[config.mk]
export PLATFORM = sky130hd
export DESIGN_NAME = completion_command_channel_fifo
export DESIGN_NICKNAME = d
export VERILOG_FILES = /design/src/rtl/completion_command_channel_fifo.sv
export SDC_FILE = /design/constraint.sdc
export NUM_CORES = 1
export LEC_CHECK = 0
export ABC_AREA = 1
export BUFFER_PORTS_ARGS = -buffer_cell sky130_fd_sc_hd__buf_2
export CORE_MARGIN = 2
export CORE_UTILIZATION = 58
export CTS_CLUSTER_DIAMETER = 150
export DETAILED_ROUTE_END_ITERATION = 6
export HOLD_SLACK_MARGIN = 0.05
export MAX_ROUTING_LAYER = met4
export PLACE_DENSITY_LB_ADDON = 0.2
export SETUP_SLACK_MARGIN = 0.4
export SYNTH_ARGS = -nofsm -noshare
export SYNTH_HDL_FRONTEND = slang
export SYNTH_SLANG_ARGS = --single-unit
[constraint.sdc]
create_clock -name iClock -period 6.65 [get_ports iClock]
set_clock_uncertainty 0.05 [all_clocks]
set_input_delay 1.33 -clock iClock [delete_from_list [all_inputs] [get_ports iClock]]
set_output_delay 1.33 -clock iClock [all_outputs]
set_load 0.005 [all_outputs]
[src/rtl/completion_command_channel_fifo.sv]
// completion_command_channel_fifo
//
// Command channel between a command source and the downstream command bus.
// Each accepted command is handled in one of three ways:
//   - addressed to this node (ThisID): replaced by a completion report
//   - foreign and zero-length: dropped, with a saturating drop counter
//   - anything else: forwarded unchanged
// Results go into a Depth-entry first-word-fall-through queue, so the source
// is not stalled while the destination is busy.
//
// Ports:
//   iClock, iReset          clock, synchronous active-high reset
//   iSrc*                   incoming command fields, valid and qualifier
//   oSrcCmdReady            source may present a command this cycle
//   oDst*                   head-of-queue command fields and valid
//   iDstCmdReady            destination consumes the head entry
//   oQueueCount             current occupancy, 0..Depth
//   oDropCount              saturating count of dropped zero-length commands
module completion_command_channel_fifo #(
   parameter int AddressWidth       = 32,
   parameter int InnerIFLengthWidth = 16,
   parameter int ThisID             = 1,
   parameter int Depth              = 4,
   parameter int DepthWidth         = 2,
   parameter int CmpltOpcode        = 0,
   parameter int CmpltToSource      = 0
) (
   input  logic                          iClock,
   input  logic                          iReset,
   input  logic [5:0]                    iSrcOpcode,
   input  logic [4:0]                    iSrcTargetID,
   input  logic [4:0]                    iSrcSourceID,
   input  logic [AddressWidth-1:0]       iSrcAddress,
   input  logic [InnerIFLengthWidth-1:0] iSrcLength,
   input  logic                          iSrcCmdValid,
   output logic                          oSrcCmdReady,
   input  logic                          iSrcValidCond,
   output logic [5:0]                    oDstOpcode,
   output logic [4:0]                    oDstTargetID,
   output logic [4:0]                    oDstSourceID,
   output logic [AddressWidth-1:0]       oDstAddress,
   output logic [InnerIFLengthWidth-1:0] oDstLength,
   output logic                          oDstCmdValid,
   input  logic                          iDstCmdReady,
   output logic [DepthWidth:0]           oQueueCount,
   output logic [15:0]                   oDropCount
);

   localparam logic [4:0]            ThisIdBits  = 5'(ThisID);
   localparam logic [5:0]            CmpltOpBits = 6'(CmpltOpcode);
   localparam logic [DepthWidth:0]   FullCount   = (DepthWidth + 1)'(Depth);

   logic [5:0]                    opcodeMem  [Depth];
   logic [4:0]                    targetMem  [Depth];
   logic [4:0]                    sourceMem  [Depth];
   logic [AddressWidth-1:0]       addressMem [Depth];
   logic [InnerIFLengthWidth-1:0] lengthMem  [Depth];

   logic [DepthWidth-1:0] rdPtr;
   logic [DepthWidth-1:0] wrPtr;
   logic [DepthWidth:0]   count;
   logic [15:0]           dropCount;

   logic accept;
   logic isCmplt;
   logic isDrop;
   logic push;
   logic pop;

   logic [5:0]                    pushOpcode;
   logic [4:0]                    pushTarget;
   logic [4:0]                    pushSource;
   logic [AddressWidth-1:0]       pushAddress;
   logic [InnerIFLengthWidth-1:0] pushLength;

   // Ready is deliberately independent of iDstCmdReady: a full queue refuses
   // the source even when the head is being popped in the same cycle.
   assign oSrcCmdReady = (count != FullCount) && iSrcValidCond;
   assign oDstCmdValid = (count != '0);

   assign accept  = iSrcCmdValid && oSrcCmdReady;
   assign isCmplt = (iSrcTargetID == ThisIdBits);
   assign isDrop  = accept && !isCmplt && (iSrcLength == '0);
   assign push    = accept && !isDrop;
   assign pop     = oDstCmdValid && iDstCmdReady;

   always_comb begin
      pushOpcode  = iSrcOpcode;
      pushTarget  = iSrcTargetID;
      pushSource  = iSrcSourceID;
      pushAddress = iSrcAddress;
      pushLength  = iSrcLength;
      if (isCmplt) begin
         pushOpcode = CmpltOpBits;
         pushTarget = (CmpltToSource != 0) ? iSrcSourceID : 5'd0;
         pushSource = ThisIdBits;
         pushLength = InnerIFLengthWidth'(1);
      end
   end

   always_ff @(posedge iClock) begin
      if (iReset) begin
         for (int unsigned i = 0; i < Depth; i++) begin
            opcodeMem[i]  <= '0;
            targetMem[i]  <= '0;
            sourceMem[i]  <= '0;
            addressMem[i] <= '0;
            lengthMem[i]  <= '0;
         end
      end else if (push) begin
         opcodeMem[wrPtr]  <= pushOpcode;
         targetMem[wrPtr]  <= pushTarget;
         sourceMem[wrPtr]  <= pushSource;
         addressMem[wrPtr] <= pushAddress;
         lengthMem[wrPtr]  <= pushLength;
      end
   end

   always_ff @(posedge iClock) begin
      if (iReset) begin
         rdPtr     <= '0;
         wrPtr     <= '0;
         count     <= '0;
         dropCount <= '0;
      end else begin
         if (push) begin
            wrPtr <= wrPtr + 1'b1;
         end
         if (pop) begin
            rdPtr <= rdPtr + 1'b1;
         end
         if (push && !pop) begin
            count <= count + 1'b1;
         end else if (!push && pop) begin
            count <= count - 1'b1;
         end
         if (isDrop && (dropCount != '1)) begin
            dropCount <= dropCount + 1'b1;
         end
      end
   end

   assign oDstOpcode   = opcodeMem[rdPtr];
   assign oDstTargetID = targetMem[rdPtr];
   assign oDstSourceID = sourceMem[rdPtr];
   assign oDstAddress  = addressMem[rdPtr];
   assign oDstLength   = lengthMem[rdPtr];
   assign oQueueCount  = count;
   assign oDropCount   = dropCount;

endmodule

; ---- After elaboration in Yosys (flattened, before gate mapping)
; Memory sizes are Yosys's and may differ from the RTL's. A register that Yosys moved wholly into a read port is not among the register bits.
; Cells that the tools add are included.
[op_classes]
div = 0
n_reduce_logical = 21
bitwise_logic = 0
shift = 0
magnitude_cmp = 0
add_sub_neg = 5
eq_ne = 3
muxes = 36
n_mul = 0
[ops]
columns = op, n
row1 = $mux 16, 2
row2 = $mux 32, 1
row3 = $reduce_or 32->1, 1
row4 = $mux 2, 15
row5 = $mux 5, 4
row6 = $add 16x1->16 const B, 1
row7 = $logic_not 16->1, 1
row8 = $ne 16x16->1 const B, 1
row9 = $reduce_or 16->1, 1
row10 = $mux 6, 2
row11 = $mux 1, 10
row12 = $reduce_or 5->1, 2
row13 = $logic_and 1x1->1, 9
row14 = $mux 3, 2
row15 = $reduce_or 6->1, 1
row16 = $eq 5x1->1 const B, 1
row17 = $add 2x1->2 const B, 2
row18 = $logic_not 1->1, 4
row19 = $add 3x1->3 const B, 1
row20 = $ne 3x3->1 const B, 1
row21 = $reduce_bool 3->1, 1
row22 = $sub 3x1->3 const B, 1
row23 = $reduce_bool 2->1, 1
[totals]
regBits = 23
n_memories = 5
ramBits = 256
romBits = 0
latchBits = 0
out_inout_bits = 85
[memory_table]
columns = name, words, word_bits, rd, rd_ports_with_merged_regs, wr, line
row1 = addressMem, 4, 32, 1, 1, 4, 56  ; logic [AddressWidth-1:0] addressMem [Depth];
row2 = lengthMem, 4, 16, 1, 1, 4, 57  ; logic [InnerIFLengthWidth-1:0] lengthMem [Depth];
row3 = opcodeMem, 4, 6, 1, 1, 4, 53  ; logic [5:0] opcodeMem [Depth];
row4 = sourceMem, 4, 5, 1, 1, 4, 55  ; logic [4:0] sourceMem [Depth];
row5 = targetMem, 4, 5, 1, 1, 4, 54  ; logic [4:0] targetMem [Depth];

; ---- Logic depth before layout (Yosys ltp)
[depth]
word_depth = 12
ltp_mapped = 13
mapped_depth_nobuf = 13

; ---- Least setup slack after synthesis
; Ideal clock, no wire load.
[synth_path]
path_type = input-to-reg
startpoint = input port iSrcLength[15]
endpoint = memory addressMem[3][0], enable pin
path_slack_ps = 1572
arrival_ps = 4542
setup_ps = 487
cell_stages = 7
path_cell_list = nor2_1 -> nand2_1 -> nor2_1 -> nand3_1 -> nand3_2 -> nor2_2 -> nor2_1
[synth_lines]
columns = item, line
row1 = "start, declared", 34  ; input logic [InnerIFLengthWidth-1:0] iSrcLength,
row2 = "end, declared", 56

==> impl_metrics.ini <==
[outcome]
status = finished, final reports clean

[clock_tree]
clkTransAtPathRegs_ps = 60
cts.sinks = 281
cts_root_buf = clkbuf_16
cts_buffer_depth = 3
ctsResizeCount = 0
hold_buffers = 0
cts_buffers = 29
clkLatencyLatePin_ps = 540
h-tree-depth = 1
cts_tree = built
post_cts_buffers = 0

[grt]
grt_max_degree = 76
grt_remaining_overflow = 0
grt_use_total = 0.258
grt_pass1_wl_um = 46400
grt_pass1_vias = 8936
antenna_found_initial = 0

[floorplanning]
fp.dieH_um = 152
die_w_um = 152
io_pins = 154
core_region_area_mm2 = 0.0216
die_area_mm2 = 0.0231
rows = 54
start_util = 0.587

[routing]
via_per_inst = 5.49
via_count = 9141
ant_nets = 0
drt_iter0_markers = 842
wire_per_inst_um = 17.7
drc = 0
first_pass_iters = 5
drt_wl_total_um = 29400

[synthesis]
synth_nets = 1316
synth-async-reset-ratio = 0
synth_top_area_frac = 0.606
yosys.area.top_type = edfxtp_1
synth_cells = 1244
seq_area_frac_synth = 0.645
ys.flop_type = edfxtp_1
synth.most_common_cell = nor2_1
synth.distinct_cells = 27
syn_area_per_cell_um2 = 10.2
synthTopCellsByCount = nor2_1, edfxtp_1, o21ai_0
synth-seq-cells = 281
synth_edf_count = 256
syn-cell-area_mm2 = 0.0127
yosysWarningCount = 0
yosys-top-cells-area = edfxtp_1, nor2_1, o21ai_0

[timing]
whs_ps = 408
min_period_ps = 4370
slew_headroom = 0.299
tightest_slew_ps = 1050
fin_crit_sh = 0.658
finalMaxSlewViolations = 0
setup_viol = 0
hold_violations = 0
rsz0062_at_grt = false
fin_tns_setup_ps = 0
clock.fmax_mhz = 229

[layout]
nNetsFinal = 1434
filler_cell_count = 1727
instances_no_fill = 1664
diodes = 0
area_growth_pct = 14.0
drive_gt1_frac = 0.207

[placement]
port-buffer-count = 153
dpl.hpwl_um = 15700
gp_congestion = 0.833
dp.cells = 1611

[power]
power.leakage_nw = 5.68
ir_drop_mv = 0.212
powerDensity_mw_per_mm2 = 329

[setup_path]
slowest_delay_ps = 640
cp-start-kind = flip-flop
crit_arrival_ps = 2990
criticalPathCategory = reg -> out
cp_slowest_cell = inv_4
r2r-start = oQueueCount[0]$_SDFFE_PP0P_
crit_chain = inv_4 -> buf_4 -> o21ai_0 -> o22ai_1 -> buf_2
cp-endpoint = oDstTargetID[1]
r2r_cells = 8
end_kind = output pin
cp_max_fo = 75
r2r-end = addressMem[1][17]$_SDFFCE_PN0P_
ff2ff_setup_slack_ps = 3000
required_ps = 5270

[run]
drv_cap = 0

[hold_path]
hold_class = reg -> reg
## power breakdown
part	switching, mW	internal, mW
Clock	0.655	0.957
Sequential	0.0825	2.07
Combinational	0.651	0.349
## worst max-delay path, delay by kind of cell, from the launching register on
kind | cells | cell delay (ps)
flops | 1 | 550
buf+inv | 3 | 1410
compound gates | 2 | 460
## per-stage QoR
stage          total power, mW  utilization  setup WS (ps)  instance area [um2]
2_1_floorplan             2.78            -           1570                12700
3_3_place_gp              3.17        0.626           1940                13500
3_5_place_dp              3.19        0.626           1910                13500
4_1_cts                   4.78        0.669           2270                14500
5_1_grt                   4.98        0.669           2100                14500
6_report                  4.77        0.669           2280                14500
## sequential cells by signal (all words and copies together), names as in the netlist, named ones only
name	cells
targetMem	20
addressMem	128
wrPtr	2
sourceMem	20
oQueueCount	3
lengthMem	64
oDropCount	16
opcodeMem	24
rdPtr	2
## how the worst min path moves through the flow
stage                               start         to  slack [ps]  cells past startpoint
detailed placement  rdPtr[1]$_SDFFE_PP0P_  flip-flop         400                      2
floorplan           rdPtr[1]$_SDFFE_PP0P_  flip-flop         390                      2
finish              rdPtr[1]$_SDFFE_PP0P_  flip-flop         410                      2
global route        rdPtr[1]$_SDFFE_PP0P_  flip-flop         430                      2
global placement    rdPtr[1]$_SDFFE_PP0P_  flip-flop         400                      2
CTS                 rdPtr[1]$_SDFFE_PP0P_  flip-flop         410                      2
## metal layers
metal	GRT usage	share of wire	vias to the layer above
met2	0.409	0.49	343
met3	0.0385	0.076	28
li1	-	-	4433
met5	-	0	-
met4	0.0565	0.012	0
met1	0.358	0.43	4337
## layout by cell type, fill, tap and decap left out, drive strengths merged
cell type / synthesis / routed
o21ai: 135 / 135
bufinv: 0 / 4
a21oi: 23 / 23
nand3: 31 / 31
inv: 99 / 100
clkinv: 1 / 7
xor2: 6 / 6
nand4: 7 / 7
buf: 31 / 163
edfxtp: 256 / 256
nand2: 91 / 91
ha: 2 / 2
dfxtp: 25 / 25
o22ai: 65 / 65
a21boi: 1 / 1
clkinvlp: 0 / 3
nor2: 423 / 423
xnor2: 2 / 2
fa: 1 / 1
clkbuf: 45 / 39
## cells by family after synthesis
logic type / share of synthesized area
compound gates: 0.0949
simple gates: 0.190
buf+inv: 0.0608
fa+ha+maj: 0.00355
flops: 0.645
xor+xnor: 0.00552
## cell type report
| cell class | count | area (um2) | share of cell area |
|---|---|---|---|
| sequential | 281 | 8190 | 0.566 |
| tap | 280 | 350 | 0.0242 |
| timing repair buffer | 163 | 841 | 0.0581 |
| clock buffer | 39 | 763 | 0.0527 |
| inverter | 100 | 378 | 0.0261 |
| clock inverter | 14 | 174 | 0.0120 |
| multi-input combinational | 787 | 3770 | 0.261 |
(Power assumes the default switching activity.)
